<file path="src/rtl/fetch_unit_pkg.sv">
// Shared CPU types for the fetch stage: word/opcode types, the HALT opcode and the fetch FSM states.
package fetch_unit_pkg;

   typedef logic [31:0] word_t;
   typedef logic [5:0]  opcode_t;

   localparam opcode_t OP_HALT = 6'h3F;

   typedef enum logic [1:0] {
      RUN       = 2'd0,
      HALT_PEND = 2'd1,
      HALTED    = 2'd2
   } fetch_state_t;

   function automatic opcode_t opcode_of(input word_t w);
      return w[31:26];
   endfunction

endpackage

</file>
<file path="src/rtl/fetch_buffer.sv">
// One-entry holding register between instruction memory and decode.
// Flush beats load, load beats accept.
module fetch_buffer
   import fetch_unit_pkg::*;
(
   input  logic  CLK,
   input  logic  RST,
   input  logic  load_i,
   input  logic  accept_i,
   input  logic  flush_i,
   input  word_t data_i,
   output logic  valid_o,
   output word_t data_o
);

   logic  valid_q, valid_d;
   word_t data_q, data_d;

   always_comb begin
      valid_d = valid_q;
      data_d  = data_q;
      if (flush_i) begin
         valid_d = 1'b0;
      end else if (load_i) begin
         valid_d = 1'b1;
         data_d  = data_i;
      end else if (accept_i) begin
         valid_d = 1'b0;
      end
   end

   always_ff @(posedge CLK) begin
      if (RST) begin
         valid_q <= 1'b0;
         data_q  <= '0;
      end else begin
         valid_q <= valid_d;
         data_q  <= data_d;
      end
   end

   assign valid_o = valid_q;
   assign data_o  = data_q;

endmodule

</file>
<file path="src/rtl/fetch_unit.sv">
// Instruction fetch: owns the PC, issues memory reads, handles redirects and self-halts on HALT.
// Define FETCH_MISALIGN_EN to trap misaligned redirects (fault + halt) instead of truncating them.
module fetch_unit
   import fetch_unit_pkg::*;
#(
   parameter word_t RESET_PC = 32'h0000_0000
) (
   input  logic  CLK,
   input  logic  RST,
   output logic  iREN,
   output word_t iaddr,
   input  logic  ihit,
   input  word_t iload,
   output logic  instr_valid,
   output word_t instruction,
   input  logic  instr_ready,
   input  logic  redirect,
   input  word_t redirect_addr,
   output logic  halted,
   output logic  fault
);

   fetch_state_t state_q;
   word_t        pc_q;
   logic         acc, load, redir, misalign;
   word_t        redir_pc;

   // A halted core ignores redirects entirely, including the buffer flush.
   assign redir = redirect && (state_q != HALTED);
   assign acc   = instr_valid && instr_ready;
   assign iREN  = !RST && (state_q == RUN) && !redirect && (!instr_valid || instr_ready);
   assign load  = iREN && ihit;

`ifdef FETCH_MISALIGN_EN
   logic fault_q;
   assign misalign = (redirect_addr[1:0] != 2'b00);
   assign redir_pc = redirect_addr;
   assign fault    = fault_q;

   always_ff @(posedge CLK) begin
      if (RST)                   fault_q <= 1'b0;
      else if (redir && misalign) fault_q <= 1'b1;
   end
`else
   logic unused_addr_lo;
   assign unused_addr_lo = ^redirect_addr[1:0];
   assign misalign       = 1'b0;
   assign redir_pc       = {redirect_addr[31:2], 2'b00};
   assign fault          = 1'b0;
`endif

   always_ff @(posedge CLK) begin
      if (RST) begin
         state_q <= RUN;
         pc_q    <= RESET_PC;
      end else if (redir) begin
         if (misalign) begin
            state_q <= HALTED;
         end else begin
            state_q <= RUN;
            pc_q    <= redir_pc;
         end
      end else begin
         case (state_q)
            RUN: if (load) begin
               if (opcode_of(iload) == OP_HALT) state_q <= HALT_PEND;
               else                             pc_q    <= pc_q + 32'd4;
            end
            HALT_PEND: if (acc) state_q <= HALTED;
            default: ;
         endcase
      end
   end

   fetch_buffer u_buf (
      .CLK      (CLK),
      .RST      (RST),
      .load_i   (load),
      .accept_i (acc),
      .flush_i  (redir),
      .data_i   (iload),
      .valid_o  (instr_valid),
      .data_o   (instruction)
   );

   assign iaddr  = pc_q;
   assign halted = (state_q == HALTED);

endmodule
</file>
<file path="config.mk">
export PLATFORM = sky130hd
export DESIGN_NAME = fetch_unit
export DESIGN_NICKNAME = d
export VERILOG_FILES = /design/src/rtl/fetch_unit_pkg.sv /design/src/rtl/fetch_buffer.sv /design/src/rtl/fetch_unit.sv
export SDC_FILE = /design/constraint.sdc
export NUM_CORES = 1
export LEC_CHECK = 0
export ABC_AREA = 1
export BUFFER_PORTS_ARGS = -buffer_cell sky130_fd_sc_hd__buf_4
export CAP_MARGIN = 15
export CELL_PAD_IN_SITES_DETAIL_PLACEMENT = 1
export CELL_PAD_IN_SITES_GLOBAL_PLACEMENT = 1
export CORE_MARGIN = 2
export CORE_UTILIZATION = 34
export DETAILED_ROUTE_END_ITERATION = 6
export PLACE_DENSITY_LB_ADDON = 0.15
export REMOVE_ABC_BUFFERS = 1
export SLEW_MARGIN = 20
export SYNTH_ARGS = -nofsm -noshare
export SYNTH_HDL_FRONTEND = slang
export SYNTH_HIERARCHICAL = 1
export SYNTH_SLANG_ARGS = --single-unit
</file>
<file path="constraint.sdc">
create_clock -name CLK -period 2 [get_ports CLK]
set_input_delay 0.3 -clock CLK [delete_from_list [all_inputs] [get_ports CLK]]
set_output_delay 0.3 -clock CLK [all_outputs]
set_load 0.005 [all_outputs]
</file>
=== Yosys cells after proc, flatten, opt, wreduce, memory -nomap -nowiden ===
Cells that the tools add are included.

* $add $sub $neg: 1
* Eq/ne operators: 8
* Muxes and demuxes: 10
* Bitwise logic cells: 2
* Reductions and logical operators: 20

{| class="wikitable"
|+ Operator list
! cell !! number
|-
| $mux W32 || 4
|-
| $add A32 B3 Y32 const B || 1
|-
| $ne A2 B2 Y1 const B || 4
|-
| $reduce_bool A2 Y1 || 4
|-
| $eq A6 B6 Y1 const B || 1
|-
| $logic_and A1 B1 Y1 || 6
|-
| $mux W2 || 3
|-
| $reduce_and A3 Y1 || 2
|-
| $pmux W2 S2 || 1
|-
| $reduce_and A4 Y1 || 1
|-
| $logic_not A1 Y1 || 3
|-
| $eq A2 B1 Y1 const B || 1
|-
| $eq A2 B2 Y1 const B || 1
|-
| $logic_not A2 Y1 || 1
|-
| $mux W1 || 2
|-
| $ne A2 B1 Y1 const B || 1
|-
| $not A1 Y1 || 2
|-
| $reduce_and A2 Y1 || 1
|-
| $reduce_or A2 Y1 || 1
|-
| $logic_or A1 B1 Y1 || 1
|}

* Register bits: 67
* Input bits: 69

=== Longest topological paths before layout ===
* Depth in word-level cells: 8
* Gate-level depth with buffers: 11
* Mapped depth without buffers: 10

=== Cells and area by module ===
The synthesis kept the hierarchy.

{| class="wikitable"
|+ By module, submodules not included
! module !! instances !! cells an instance !! area an instance (sq um) !! seq. area each (sq um)
|-
| fetch_unit || 1 || 450 || 2549.9 || 640.6
|-
| fetch_buffer || 1 || 214 || 1422.6 || 660.6
|}

=== Worst setup path after synthesis ===
OpenSTA, ideal clock, no wires.

* Path type: flip-flop to flip-flop
* From: reg pc_q[3], in the netlist iaddr[3]
* To: reg pc_q[16], in the netlist iaddr[16]
* Arrival time: 1382 ps
* Data required time: 1891 ps
* Slack: 509 ps
* Cell stages (with the launch flop): 11
* Path buffers: 0
* Cell sequence: dfxtp_1 -> ha_1 -> nand2_1 -> nor2_2 -> nand2_1 -> nor2_2 -> nand3_1 -> nand3_1 -> nand3_1 -> nand2_1 -> inv_1

* Longest elaborated chain between the ends: 5

{| class="wikitable"
|+ RTL lines
! what !! line !! source
|-
| start, declared || fetch_unit.sv:24 || <nowiki>word_t pc_q;</nowiki>
|-
| start signal, assigned || fetch_unit.sv:61 || <nowiki>pc_q <= redir_pc;</nowiki>
|-
| start signal, assigned || fetch_unit.sv:67 || <nowiki>else pc_q <= pc_q + 32'd4;</nowiki>
|-
| $add A32 B3 Y32 || fetch_unit.sv:67 ||
|-
| $mux W32 || fetch_unit.sv:66 || <nowiki>if (opcode_of(iload) == OP_HALT) state_q <= HALT_PEND;</nowiki>
|-
| $mux W32 || fetch_unit.sv:65 || <nowiki>RUN: if (load) begin</nowiki>
|-
| $mux W32 || fetch_unit.sv:64 || <nowiki>case (state_q)</nowiki>
|-
| $mux W32 || fetch_unit.sv:56 || <nowiki>end else if (redir) begin</nowiki>
|}

Every way passes these cells. The select of a mux whose other input is x is not followed.
A chain may end at the register's enable or synchronous reset.

=== Worst setup path after layout ===
* From: reg pc_q[10], in the netlist iaddr[10]
* To: reg pc_q[25], in the netlist iaddr[25]

The elaborated chain is that of the path after synthesis.

==> impl_metrics.yaml <==
outcome:
  status: "completed"
timing:
  fin_skew_ns: 0.00408
  fin_tns_setup_ns: 0
  slew_viol_final: 0
  hold_viol_final: 0
  layout_setup_ws_ns: 0.216
  fmax_mhz: 560
  fin_crit_ns: 1.78
  finalSetupViolations: 0
  fin_crit_sh: 0.892
  rsz0062_at_grt: "no"
global_route:
  grtUsageMet3: 0.0286
  grt_pass1_wl_microns: 21900
  use_met2: 0.371
  gr-usage-met1: 0.266
  antenna_found_initial: 0
  grt_max_degree: 37
  top_usage_layer: "met2"
  grt_overflow: 0
  grt_pass1_vias: 4622
  grt_use_total: 0.212
clock_tree:
  post_cts_resized: 0
  cts_sinks: 65
  clock-root-buffer: "clkbuf_16"
  cts_tree: "built"
  clk_latency_ns: 0.33
  ctsHoldBuffers: 0
  postCtsSetupRepairBufs: 0
  numCtsBuffers: 9
  path_clk_slew_ns: 0.06
  clk_path_buf_depth: 2
  h-tree-depth: 3
layout:
  syn_to_final_growth_pct: 34.5
  final_util: 0.468
  n_fill_cell: 1547
  final_cell_area_sq_mm: 0.00534
  num_antenna_cells: 0
  multi_input_area_sq_mm: 0.00216
  drive_above_1_share: 0.226
  regArea_sq_mm: 0.00130
  num-nets-final: 860
min_path:
  min_to: "iaddr[7]"
  whs_path_depth: 3
  holdCritStartpoint: "redirect_addr[7]"
  hold_path.class: "in2reg"
yosys:
  yosys_most_used_dff: "dfxtp_1"
  ys_warn_count: 6
  synth_cell_types: 32
  synth-async-reset-ratio: 0
  synth_largest_area_cell: "dfxtp_1"
  synth-seq-cells: 65
  synth_edf_count: 0
  synth_area_leaders: "dfxtp_1 33%, nand2_1 17%, nor2_1 14%"
  yosysSeqAreaShare: 0.328
  yosysMostFrequentCell: "nand2_1"
  synth_cells: 664
  yosys.area.top_type_share: 0.328
  syn-cell-area_sq_mm: 0.00397
  avgSynthCellArea_sq_um: 5.98
  synth_common_cells: "177 x nand2_1, 150 x nor2_1, 89 x nand3_1"
job:
  maxCapViolations: 0
detailed_routing:
  vias: 4498
  routedWlPerCell_microns: 13.8
  ant_nets: 0
  drt-total-wl_microns: 13000
  first_pass_iters: 4
  drcViolationCount: 0
  via_per_inst: 4.80
  drt_iter0_drc: 194
worst_setup_path:
  critical_path.cell_chain: "nand2_1 > nor2_1 > nand2_1 > nor2_1 > nand3_1 > nand3_1 > nand2_1 > a21oi_1"
  cp.arrival_ns: 2.04
  end_kind: "register"
  cp_num_buf_inv: 0
  cpPeakStageDelay_ns: 0.46
  critPathTopFamily: "simple AND/OR/NAND/NOR gates"
  path_class: "reg2reg"
  worstPathMaxFanout: 6
  r2r-start: "iaddr[10]"
  critPathSlowestCell: "dfxtp_1"
  critPathLaunchType: "register"
  critPathMostFrequentCell: "nand2_1"
  r2r_slack_ns: 0.22
  required_ns: 2.25
  reg2reg_depth: 8
  r2r_end: "iaddr[25]"
die:
  coreArea_sq_mm: 0.0114
  ios: 137
  initial_core_util: 0.348
  die_h_microns: 112
  die_area_sq_mm: 0.0126
  row_count: 39
  die-width_microns: 112
power_and_ir_drop:
  p_leak_nw: 2.55
  p_seq_frac: 0.400
  p_per_area_mw_per_mm2: 674
  peakVddDrop_mv: 0.402
  p_sw_frac: 0.269
  power_switching_w: 0.000968
  p_clk_frac: 0.444
  pwr-share-comb: 0.156
  p_int_w: 0.00263
placement:
  place_congestion: 0.879
  dp_slack_ns: 0.210
  dp_hpwl_microns: 9760
  dpl_cell_area_sq_mm: 0.00504
  io_buffers: 131
placed cells by master (no fill, tap or decap), drive strengths merged:
cell type and n:
clkinv 3, clkinvlp 2, a211oi 4, mux2i 2, nor3 4, nand3 91
o21bai 1, o21ai 11, ha 1, nor2 158, inv 85, clkbuf 11
a21boi 1, bufinv 1, nand2 185, conb 3, xor2 2, dfxtp 65
nand4 1, a21oi 17, o31ai 1, o211a 4, buf 142
stage by stage:
step	hold slack, ns	cells	power, W
after CTS	0.243	938	0.00366
after detailed placement	0.477	922	0.00204
after floorplan	0.369	637	0.00172
after global routing	0.264	938	0.00379
after global placement	0.465	922	0.00202
final	0.259	938	0.00360
worst max path at each step:
| stage | cells past startpoint | startpoint | slack (ns) | endpoint |
|---|---|---|---|---|
| 2_1_floorplan | 8 | state_q[0] | 0.07 | u_buf/data_o[0] |
| 3_5_place_dp | 8 | redirect | 0.21 | u_buf/data_o[12] |
| 5_1_grt | 9 | iaddr[10] | 0.05 | iaddr[17] |
| 6_report | 8 | iaddr[10] | 0.22 | iaddr[25] |
| 4_1_cts | 8 | iaddr[10] | 0.24 | iaddr[25] |
| 3_3_place_gp | 8 | redirect | 0.29 | u_buf/data_o[31] |
logic make-up after synthesis:
kind of cell	after synthesis	synth area share
other	1	0.000944
buffers and inverters	115	0.130
adder cells (fa/ha/maj)	1	0.00315
multiplexers	2	0.00504
AO/OA/AOI/OAI	39	0.0595
AND/OR/NAND/NOR	439	0.469
flip-flops	65	0.328
XOR/XNOR	2	0.00441
metal layers:
layer | up-vias | part of all wire | wire (microns)
li1 | 2293 | - | -
met1 | 2086 | 0.44 | 5770
met2 | 103 | 0.49 | 6350
met3 | 16 | 0.045 | 585
met4 | 0 | 0.022 | 282
met5 | - | 0 | 0
sequential cells by signal (all words and copies together) (netlist names):
name,cells
iaddr,30
state_q,2
u_buf/valid_o,1
u_buf/data_o,32
power by group through the flow:
stage | Sequential, W | Clock, W | Combinational, W
finish | 0.00144 | 0.00160 | 0.000563
global route | 0.00145 | 0.00170 | 0.000635
CTS | 0.00144 | 0.00164 | 0.000574
detailed placement | 0.00147 | 0 | 0.000571
global placement | 0.00147 | 0 | 0.000554
floorplan | 0.00145 | 0 | 0.000263
cell type report:
type | count | area share
tap | 143 | 0.0335
clock inverter | 5 | 0.0103
sequential | 65 | 0.244
multi-input combinational | 486 | 0.405
clock buffer | 11 | 0.0454
inverter | 86 | 0.0607
timing repair buffer | 142 | 0.202
tightest hold or removal path: cells and delay by family:
kind | cells | cell delay [ns]
buf+inv | 1 | 0.07
mux | 1 | 0.06
compound gates | 1 | 0.12
(Power assumes the default switching activity.)
